File: src/rtl/syn_fifo_param.sv
// Parametrised single-clock FIFO with occupancy count, almost-full/almost-empty flags,
// sticky overflow/underflow errors and a synchronous flush.
module syn_fifo_param #(
    parameter int WIDTH     = 8,
    parameter int DEPTH     = 8,
    parameter int AF_THRESH = 6,
    parameter int AE_THRESH = 1,
    localparam int AW       = $clog2(DEPTH)
) (
    input  logic             clk,
    input  logic             reset,
    input  logic             wen,
    input  logic             ren,
    input  logic             flush,
    input  logic [WIDTH-1:0] din,
    output logic [WIDTH-1:0] dout,
    output logic             full,
    output logic             empty,
    output logic             almost_full,
    output logic             almost_empty,
    output logic [AW:0]      count,
    output logic             overflow,
    output logic             underflow
);

    localparam logic [AW:0] FULL_CNT = (AW+1)'(DEPTH);
    localparam logic [AW:0] AF_CNT   = (AW+1)'(AF_THRESH);
    localparam logic [AW:0] AE_CNT   = (AW+1)'(AE_THRESH);
    localparam logic [AW:0] PTR_ONE  = (AW+1)'(1);

    logic [WIDTH-1:0] mem [DEPTH];
    logic [AW:0]      wr_ptr;
    logic [AW:0]      rd_ptr;
    logic             wr_ok;
    logic             rd_ok;

    assign full         = (count == FULL_CNT);
    assign empty        = (count == '0);
    assign almost_full  = (count >= AF_CNT);
    assign almost_empty = (count <= AE_CNT);

    // A full FIFO still accepts a write when a read frees a slot on the same edge.
    assign wr_ok = wen & (~full | ren);
    assign rd_ok = ren & ~empty;

    // Storage is deliberately left out of reset so it maps onto plain RAM.
    always_ff @(posedge clk) begin
        if (wr_ok && !flush) begin
            mem[wr_ptr[AW-1:0]] <= din;
        end
    end

    always_ff @(posedge clk or posedge reset) begin
        if (reset) begin
            wr_ptr    <= '0;
            rd_ptr    <= '0;
            count     <= '0;
            dout      <= '0;
            overflow  <= 1'b0;
            underflow <= 1'b0;
        end else if (flush) begin
            wr_ptr    <= '0;
            rd_ptr    <= '0;
            count     <= '0;
            overflow  <= 1'b0;
            underflow <= 1'b0;
        end else begin
            if (wr_ok) begin
                wr_ptr <= wr_ptr + PTR_ONE;
            end
            if (rd_ok) begin
                dout   <= mem[rd_ptr[AW-1:0]];
                rd_ptr <= rd_ptr + PTR_ONE;
            end
            case ({wr_ok, rd_ok})
                2'b10:   count <= count + PTR_ONE;
                2'b01:   count <= count - PTR_ONE;
                default: count <= count;
            endcase
            if (wen && !wr_ok) begin
                overflow <= 1'b1;
            end
            if (ren && !rd_ok) begin
                underflow <= 1'b1;
            end
        end
    end

endmodule
File: config.mk
export PLATFORM = sky130hd
export DESIGN_NAME = syn_fifo_param
export DESIGN_NICKNAME = d
export VERILOG_FILES = /design/src/rtl/syn_fifo_param.sv
export SDC_FILE = /design/constraint.sdc
export NUM_CORES = 1
export LEC_CHECK = 0
export ABC_AREA = 1
export CORE_MARGIN = 8
export CORE_UTILIZATION = 60
export CTS_CLUSTER_DIAMETER = 50
export CTS_CLUSTER_SIZE = 28
export DETAILED_ROUTE_END_ITERATION = 12
export PLACE_DENSITY_LB_ADDON = 0.08
export REMOVE_ABC_BUFFERS = 1
export SETUP_SLACK_MARGIN = 0.15
export SLEW_MARGIN = 20
export SYNTH_ARGS = -nofsm -noshare
export SYNTH_HDL_FRONTEND = slang
export SYNTH_SLANG_ARGS = --single-unit
File: constraint.sdc
create_clock -name clk -period 4.15 [get_ports clk]
set_clock_uncertainty 0.2 [all_clocks]
set_input_delay 0.415 -clock clk [delete_from_list [all_inputs] [get_ports clk]]
set_output_delay 0.415 -clock clk [all_outputs]
set_load 0.02 [all_outputs]
==> run_results.csv <==
group,metric,value,unit
status,status,"completed",
setup_path,r2r_end,"mem[1][7]",
final_layout,final_cells,435,
floorplan,start_util,61.56,%
cts,clock_latency,0.36,ns
setup_path,crit_fanout,6,
cts,clock_sinks,84,
sta,finalMaxSlewViolations,0,
route,wl_met3,607,um
hold_path,holdCritPathClass,"reg2reg",
synth,synth_warnings,0,
place,io_buffers,30,
setup_path,setup.worst_path.class,"reg2out",
floorplan,fp-row-count,28,
sta,slew-limit-headroom,45.01,%
final_layout,drive_gt1_share,9.167,%
setup_path,cp.arrival,2.06,ns
cts,cts.hold.buffers_added,0,
place,postPlaceCellArea,3955,um^2
cts,cts_tree,"done",
global_routing,grt-ovfl-total,0,
cts,cts_setup_buffers,0,
synth,synth_top_cell_by_area,"edfxtp_1",
final_layout,fin_util,70.58,%
route,num_vias,2442,
cts,htree_levels,3,
cts,numCtsBuffers,9,
synth,synth_seq_area_share,66.85,%
floorplan,core-area,5886,um^2
setup_path,cp-endpoint,"full",
setup_path,r2r_cells,9,
synth,synthMuxAreaShare,0,%
route,antenna_left,0,
global_routing,grt_max_degree,35,
global_routing,antenna_found_initial,0,
setup_path,critical_path_required,3.53,ns
setup_path,cp_cell_sequence,"inv_1 -> ha_1 -> nand2_1 -> nor2_2 -> clkdlybuf4s50_1",
route,drt-total-wl,7546,um
place,place.gp.congestion,0.8507,
sta,finalWorstSetupSlack,1.477,ns
sta,worst_pin_slew,0.8249,ns
route,avgViaCountPerCell,5.614,
global_routing,grt_pass1_wl,11540,um
sta,min_period,2.673,ns
place,dp.final_hpwl,5144,um
route,top_layer,"met4",
place,dp_slack,1.440,ns
cts,cts_buffer_depth,2,
route,dr_wl_met2,3633,um
cts,clkSlewWorstSetupHoldPaths,0.09,ns
route,met1_length,3126,um
floorplan,die_x,93.71,um
setup_path,max_stage_delay,0.62,ns
synth,synth-seq-cells,84,
final_layout,area_growth,14.64,%
synth,synth_simple_gate_area_share,17.85,%
floorplan,dieArea,8782,um^2
sta,max_freq,0.3741,GHz
cts,root_buffer,"clkbuf_8",
global_routing,grt_pass1_vias,2249,
synth,yosys.area_share.adder,2.417,%
sta,period_share,64.41,%
setup_path,r2r_slack,1.56,ns
route,dr.pass1.iters,6,
power,pwr_density_cell,578.6,nW/um^2
sta,setup_violations,0,
synth,synth_compound_area_share,8.080,%
global_routing,gr-usage-all-layers,18.12,%
final_layout,diodes,0,
cts,cts_resized,0,
sta,rsz0062_at_grt,"no",
setup_path,critPathCaptureType,"primary output",
setup_path,start_kind,"flip-flop",
synth,synthCells,325,
synth,synth_top_family_by_area,"simple AND/OR/NAND/NOR gates",
synth,synth_top_area_share,53.04,%
synth,synth_xor_area_share,0.9669,%
synth,yosys.cell_types.count,26,
place,place_inst,419,
synth,yosys-top-cells-area,"edfxtp_1 53%, dfrtp_1 14%, nor2_1 7.3%, o21ai_0 4.3%, nand2_1 4.2%",
final_layout,fin_nets,375,
floorplan,die_h,93.71,um
power,p_leak,1.572,nW
route,wl_per_cell,17.35,um
sta,hold_violations,0,
synth,syn_area_per_cell,11.15,um^2
route,drc,0,
synth,syn_area,3623,um^2
power,vdd_drop_max,0.0003680,V
sta,setup_tns,0,ns
job,maxCapViolCount,0,
route,drt_iter0_drc,235,
setup_path,cp-startpoint,"count[0]",
setup_path,crit_slowest_cell,"clkdlybuf4s50_1",
setup_path,worst_r2r_startpoint,"count[0]",
floorplan,ioPinCount,31,
final_layout,stdcell_area,4154,um^2
-- power by group --
part | internal [W] | leakage (nW) | switching (W)
clock network | 0.000280 | 0.0918 | 0.000303
logic | 0.000301 | 0.642 | 0.000461
registers | 0.000982 | 0.838 | 0.0000763
-- worst min path at each step --
stage	startpoint	endpoint	slack (ns)	depth (start not counted)
4_1_cts	dout[2]	dout[2]	0.29	2
3_3_place_gp	dout[3]	dout[3]	0.26	2
5_1_grt	dout[2]	dout[2]	0.30	2
2_1_floorplan	reset	count[0]	0.18	1
3_5_place_dp	dout[2]	dout[2]	0.26	2
6_report	dout[2]	dout[2]	0.28	2
-- routing by layer --
metal,up-vias,GRT usage [%]
met3,14,4.317
met4,0,8.719
met1,1160,22.87
li1,1171,-
met5,-,0
met2,97,28.70
-- final cells by class --
class	count	area, um^2
sequential	84	2422
fill	453	1732
multi-input combinational	211	1062
timing repair buffer	31	307.8
clock buffer	9	123.9
tap	75	93.84
clock inverter	7	75.07
inverter	18	68.82
-- sequential cells by signal, summed over array words and instances, names as in the netlist --
name       cells
count          4
wr_ptr         3
mem           64
underflow      1
overflow       1
rd_ptr         3
dout           8
-- critical path, delay by kind of cell (launching register included) --
family	cells	cell delay, ns
flip-flops	1	0.45
adder cells (fa/ha/maj)	1	0.24
AND/OR/NAND/NOR	2	0.20
buffers and inverters	2	0.81
-- synthesized netlist by cell type, drive strengths merged --
library cell	number
a21oi	3
buf	9
clkbuf	3
clkinv	3
dfrtp	20
edfxtp	64
ha	7
inv	15
nand2	47
nand3	26
nor2	74
o211ai	8
o21a	3
o21ai	39
xnor2	1
xor2	3
-- stage by stage --
stage          hold WS (ns)  total power [W]
6_report             0.2818         0.002403
5_1_grt              0.2970         0.002526
4_1_cts              0.2867         0.002413
3_5_place_dp         0.2649         0.001841
3_3_place_gp         0.2641         0.001829
2_1_floorplan        0.1788         0.001537
-- cells by family after synthesis --
logic type,Yosys count
compound gates,53
xor+xnor,4
fa+ha+maj,7
buf+inv,30
flops,84
simple gates,147
-- cells in the final DEF, fill, tap and decap left out, drive strengths merged, types with 5 or more instances in the layout --
cell type / n
ha: 7
edfxtp: 64
dfrtp: 20
clkbuf: 9
nand3: 26
o21ai: 39
o211ai: 8
clkdlybuf4s50: 30
nand2: 47
nor2: 74
clkinv: 5
inv: 16
No activity file was read; power rests on OpenSTA's default activity.
